--- src/rtl/mem_port_arbiter_pkg.sv ---
// Shared definitions for the core/DMA unified memory port arbiter.
package mem_port_arbiter_pkg;

    localparam logic [0:0] ST_IDLE      = 1'b0;
    localparam logic [0:0] ST_DMA_BURST = 1'b1;

    localparam logic [0:0] REQ_CORE = 1'b0;
    localparam logic [0:0] REQ_DMA  = 1'b1;

    localparam int MAX_BURST_DEFAULT = 8;

    function automatic logic [7:0] sat_inc8(input logic [7:0] v);
        return (v == 8'hFF) ? v : v + 8'd1;
    endfunction

endpackage

--- src/rtl/mem_port_arbiter.sv ---
// Arbitrates one memory port between the core (req 0) and a frame DMA (req 1),
// with bounded DMA bursts and registered read return.
module mem_port_arbiter
    import mem_port_arbiter_pkg::*;
#(
    parameter int ADDR_W    = 32,
    parameter int DATA_W    = 32,
    parameter int MAX_BURST = MAX_BURST_DEFAULT
) (
    input  logic              clk,
    input  logic              reset,
    input  logic              c_req,
    input  logic              c_we,
    input  logic [ADDR_W-1:0] c_addr,
    input  logic [DATA_W-1:0] c_wdata,
    output logic              c_gnt,
    output logic              c_rvalid,
    output logic [DATA_W-1:0] c_rdata,
    input  logic              d_req,
    input  logic              d_we,
    input  logic [ADDR_W-1:0] d_addr,
    input  logic [DATA_W-1:0] d_wdata,
    input  logic              d_last,
    output logic              d_gnt,
    output logic              d_rvalid,
    output logic [DATA_W-1:0] d_rdata,
    output logic              mem_we,
    output logic [ADDR_W-1:0] mem_addr,
    output logic [DATA_W-1:0] mem_wdata,
    input  logic [DATA_W-1:0] mem_rdata
);

    localparam logic [7:0] BURST_LIM = 8'(MAX_BURST);

    logic [0:0]        state_q, state_d;
    logic [7:0]        cnt_q, cnt_d;
    logic [0:0]        rr_last_q, rr_last_d;
    logic              c_gnt_d, d_gnt_d;
    logic              c_rvalid_q, d_rvalid_q;
    logic [DATA_W-1:0] c_rdata_q, d_rdata_q;

    always_comb begin
        c_gnt_d   = 1'b0;
        d_gnt_d   = 1'b0;
        state_d   = state_q;
        cnt_d     = cnt_q;
        rr_last_d = rr_last_q;
        case (state_q)
            ST_IDLE: begin
                if (c_req && (!d_req || rr_last_q == REQ_DMA)) begin
                    c_gnt_d   = 1'b1;
                    rr_last_d = REQ_CORE;
                end else if (d_req) begin
                    d_gnt_d   = 1'b1;
                    rr_last_d = REQ_DMA;
                    if (!d_last) begin
                        state_d = ST_DMA_BURST;
                        cnt_d   = 8'd1;
                    end
                end
            end
            default: begin
                if (!d_req) begin
                    c_gnt_d = c_req;
                    state_d = ST_IDLE;
                    cnt_d   = 8'd0;
                end else if (c_req && cnt_q >= BURST_LIM) begin
                    // Forced handover: a pending d_last stays with the DMA.
                    c_gnt_d = 1'b1;
                    cnt_d   = 8'd0;
                end else begin
                    d_gnt_d = 1'b1;
                    cnt_d   = sat_inc8(cnt_q);
                    if (d_last) begin
                        state_d   = ST_IDLE;
                        cnt_d     = 8'd0;
                        rr_last_d = REQ_DMA;
                    end
                end
            end
        endcase
    end

    assign c_gnt     = c_gnt_d;
    assign d_gnt     = d_gnt_d;
    assign mem_addr  = d_gnt_d ? d_addr  : c_addr;
    assign mem_wdata = d_gnt_d ? d_wdata : c_wdata;
    assign mem_we    = (c_gnt_d & c_we) | (d_gnt_d & d_we);

    always_ff @(posedge clk) begin
        if (reset) begin
            state_q    <= ST_IDLE;
            cnt_q      <= 8'd0;
            rr_last_q  <= REQ_DMA;
            c_rvalid_q <= 1'b0;
            d_rvalid_q <= 1'b0;
            c_rdata_q  <= '0;
            d_rdata_q  <= '0;
        end else begin
            state_q    <= state_d;
            cnt_q      <= cnt_d;
            rr_last_q  <= rr_last_d;
            c_rvalid_q <= c_gnt_d & ~c_we;
            d_rvalid_q <= d_gnt_d & ~d_we;
            if (c_gnt_d && !c_we) c_rdata_q <= mem_rdata;
            if (d_gnt_d && !d_we) d_rdata_q <= mem_rdata;
        end
    end

    assign c_rvalid = c_rvalid_q;
    assign c_rdata  = c_rdata_q;
    assign d_rvalid = d_rvalid_q;
    assign d_rdata  = d_rdata_q;

endmodule

--- config.mk ---
export PLATFORM = sky130hd
export DESIGN_NAME = mem_port_arbiter
export DESIGN_NICKNAME = d
export VERILOG_FILES = /design/src/rtl/mem_port_arbiter_pkg.sv /design/src/rtl/mem_port_arbiter.sv
export SDC_FILE = /design/constraint.sdc
export NUM_CORES = 1
export LEC_CHECK = 0
export ABC_CLOCK_PERIOD_IN_PS = 2100
export CORE_MARGIN = 2
export CORE_UTILIZATION = 31
export CTS_CLUSTER_SIZE = 20
export DETAILED_ROUTE_END_ITERATION = 12
export PLACE_DENSITY = 0.78
export REMOVE_ABC_BUFFERS = 1
export SYNTH_ARGS = -nofsm -noshare
export SYNTH_HDL_FRONTEND = slang
export SYNTH_SLANG_ARGS = --single-unit
--- constraint.sdc ---
create_clock -name clk -period 2.1 [get_ports clk]
set_input_delay 0.525 -clock clk [delete_from_list [all_inputs] [get_ports clk]]
set_output_delay 0.525 -clock clk [all_outputs]
set_load 0.02 [all_outputs]
==> impl_metrics.toml <==
[placed_design]
gp_congestion = 0.892
place.detailed.instances = 1069
place_hpwl_um = 14300
port-buffer-count = 299

[finish]
fillerInstances = 973
multi_input_area_um2 = 2620
layout.cells.most_common = "sky130_fd_sc_hd__clkdlybuf4s50_1"
antenna_cells_inserted = 0
final_core_util_pct = 69.0
seqCellArea_um2 = 1530
drive_above_1_share_pct = 28.8
final_cell_mix = "229 x sky130_fd_sc_hd__clkdlybuf4s50_1, 170 x sky130_fd_sc_hd__nand2_1, 72 x sky130_fd_sc_hd__dfxtp_1"
final_nets = 1100
final-instance-count-excl-fill = 1108
area_delta_synth_final_pct = 119

[routing]
drc = 0
routed_wire_per_std_cell_um = 19.0
drt-total-wl_um = 21100
drtIter0Drc = 489
drtAntennaViolNets = 0
vias = 5518
detail_route.vias_per_cell = 4.98
drt-pass1-iter-count = 5

[clocking]
clock_tree.root_cell = "sky130_fd_sc_hd__clkbuf_16"
clock_insertion_delay_worst_skew_ns = 0.34
ctsHoldBuffers = 0
cts_buffers = 9
clock_sinks = 76
cts_tree = "done"
htree_num_levels = 3
clk_pin_slew_worst_paths_ns = 0.06
cts_max_path_buffers = 2

[outcome]
outcome = "finished with violations"
violations = "setup timing"

[die]
io-pin-count = 300
core_region_area_um2 = 12500
floorplan.initialDensity_pct = 31.5
die_w_um = 117
fp-row-count = 41
die_y_um = 117
die_area_um2 = 13600

[worst_hold_path]
min_delay_path_class = "reg -> reg"

[setup_path]
critical_path_required_ns = 1.57
cell_breakdown_of_the_critical_path = "nor4bb_4 -> a221oi_4 -> buf_6 -> clkinv_8 -> buf_16 -> a32o_2 -> buf_6"
crit_slowest_cell = "sky130_fd_sc_hd__dfxtp_2"
critical_path_arrival_ns = 1.95
critPathMaxFanout = 8
worst_setup_path_end_kind = "primary output"
critPathLaunchType = "register"
critical-path-max-stage-delay_ns = 0.33
worstSetupPathType = "reg -> out"
critPathBufInv = 4
critPathMostFrequentCell = "sky130_fd_sc_hd__buf_6"
delay_heaviest_family_cp = "buffers and inverters"

[sta]
setup-tns-final_ns = -19.49
unrepaired_setup_endpoints_after_global_routing = "true"
final_hold_viol_count = 0
fin_skew_ns = 0.00676
finalHoldWorstSlack_ns = 0.453
maxClockFrequency_mhz = 405
final_max_slew_viols = 0
setup_viol = 67
minimum_period_implied_by_the_final_worst_setup_slack_ns = 2.47
layout_worst_path_cycle_share_pct = 118
max-slew-margin-rel_pct = 58.2
setup_slack_ns = -0.370
worst_slew_pin_slew_ns = 0.628

[logic_synthesis]
synth-warning-count = 0
synth_top_cell_area_share_pct = 38.8
synth_seq_cells = 76
synthesis.area_um2 = 3920
post_synth_main_area_contributors = "sky130_fd_sc_hd__dfxtp_1 39%, sky130_fd_sc_hd__nand2_1 25%, sky130_fd_sc_hd__a21oi_1 8.4%, sky130_fd_sc_hd__o21ai_0 5.5%, sky130_fd_sc_hd__nand3_1 4.6%"
seq_area_frac_synth_pct = 38.8
synth.largest_area_cell = "sky130_fd_sc_hd__dfxtp_1"
syn_avg_cell_area_um2 = 6.62
netlist-cell-type-count = 39
netlist_instances = 593

[global_routing]
largest_net_degree_at_the_start_of_global_routing = 35
grt_pass1_vias = 5231
grt-ovfl-total = 0
grt_pass1_wl_um = 28700
grt_antenna_before_repair = 1
grt_usage_pct = 27.9

[power_and_ir_drop]
power_density_over_cell_area_nw_per_um2 = 592
leakage_nw = 3.59
max-vdd-ir-drop_mv = 0.406

[flow_run]
max_cap_viol_count = 0
cells in the mapped netlist:
| cell type | number |
|---|---|
| sky130_fd_sc_hd__a211oi_1 | 5 |
| sky130_fd_sc_hd__buf_4 | 7 |
| sky130_fd_sc_hd__o21a_1 | 1 |
| sky130_fd_sc_hd__a2111oi_0 | 1 |
| sky130_fd_sc_hd__and2_1 | 1 |
| sky130_fd_sc_hd__nor2b_1 | 6 |
| sky130_fd_sc_hd__nor3b_1 | 1 |
| sky130_fd_sc_hd__mux2i_1 | 5 |
| sky130_fd_sc_hd__a311o_1 | 1 |
| sky130_fd_sc_hd__or3_1 | 1 |
| sky130_fd_sc_hd__inv_1 | 6 |
| sky130_fd_sc_hd__a2111o_1 | 1 |
| sky130_fd_sc_hd__nand2_1 | 261 |
| sky130_fd_sc_hd__or2_2 | 1 |
| sky130_fd_sc_hd__ha_1 | 2 |
| sky130_fd_sc_hd__buf_2 | 14 |
| sky130_fd_sc_hd__inv_2 | 1 |
| sky130_fd_sc_hd__nor3_1 | 2 |
| sky130_fd_sc_hd__a21bo_2 | 1 |
| sky130_fd_sc_hd__a221oi_2 | 1 |
| sky130_fd_sc_hd__nand3_1 | 36 |
| sky130_fd_sc_hd__dfxtp_1 | 76 |
| sky130_fd_sc_hd__a2111oi_2 | 1 |
| sky130_fd_sc_hd__nor4bb_2 | 1 |
| sky130_fd_sc_hd__a21oi_1 | 66 |
| sky130_fd_sc_hd__o21ai_0 | 43 |
| sky130_fd_sc_hd__a221oi_1 | 1 |
| sky130_fd_sc_hd__nand2b_1 | 3 |
| sky130_fd_sc_hd__nor4b_1 | 3 |
| sky130_fd_sc_hd__buf_6 | 1 |
| sky130_fd_sc_hd__clkbuf_1 | 24 |
| sky130_fd_sc_hd__o211ai_1 | 1 |
| sky130_fd_sc_hd__and3_1 | 2 |
| sky130_fd_sc_hd__a21o_1 | 2 |
| sky130_fd_sc_hd__nor2_1 | 9 |
| sky130_fd_sc_hd__nand3b_1 | 1 |
| sky130_fd_sc_hd__a32o_1 | 2 |
| sky130_fd_sc_hd__a31oi_1 | 1 |
| sky130_fd_sc_hd__nor3_2 | 1 |
power by group:
group          internal (mW)  switching, mW
Combinational           1.03           1.00
Sequential              1.51         0.0339
Clock                  0.914          0.596
worst paths after layout:
| path | endpoint | start | slack (ns) | cells after the start |
|---|---|---|---|---|
| hold / removal | c_rdata[5] | c_rdata[5] | 0.45 | 2 |
| hold reg to reg | c_rdata[5] | c_rdata[5] | 0.45 | 2 |
| setup / recovery | mem_we | state_q | -0.37 | 7 |
| setup reg to reg | d_rdata[27] | cnt_q[7] | 0.03 | 10 |
what timing repair did:
item                       4_1_cts  5_1_grt
setup buffers                   13        5
pin swaps                       29       39
gates cloned                     8        2
setup endpoints to repair      105       87
resized for setup              469      106
cells by family after synthesis:
family / synth area share (%)
AND/OR/NAND/NOR: 34.6
flip-flops: 38.8
AO/OA/AOI/OAI: 18.3
adder cells (fa/ha/maj): 0.638
buffers and inverters: 6.38
multiplexers: 1.28
tightest hold or removal path: stages (launching register included):
cell and delay, ns:
sky130_fd_sc_hd__dfxtp_1 0.30, sky130_fd_sc_hd__nand2_1 0.05, sky130_fd_sc_hd__a21oi_1 0.05
flip-flops by register name, indices dropped and copies added (netlist names):
| signal | count |
|---|---|
| c_rdata | 32 |
| d_rdata | 32 |
| state_q | 1 |
| rr_last_q | 1 |
| cnt_q | 8 |
| c_rvalid | 1 |
| d_rvalid | 1 |
layer usage:
metal	GRT usage, %	share of wire, %	up-vias	routed length, µm
met4	9.44	2.7	0	570
met2	47.1	50	253	10500
met1	34.6	39	2595	8230
li1	-	-	2629	-
met5	0	0	-	0
met3	7.11	8.3	41	1760
per-stage QoR:
stage	setup slack, ns	total power [mW]	area (µm²)
global placement	-1.24	3.20	7410
floorplan	-4.12	2.19	3700
finish	-0.370	5.09	8600
CTS	-0.319	4.98	8270
detailed placement	-1.24	3.21	7410
global route	-0.420	5.27	8600
layout make-up:
| cell class | instances | share of cell area, % |
|---|---|---|
| tap | 172 | 2.50 |
| clock inverter | 5 | 0.611 |
| inverter | 7 | 0.451 |
| sequential | 76 | 17.8 |
| clock buffer | 11 | 2.71 |
| timing repair buffer | 373 | 45.5 |
| multi-input combinational | 464 | 30.5 |
Power figures use the tool's default switching activity.
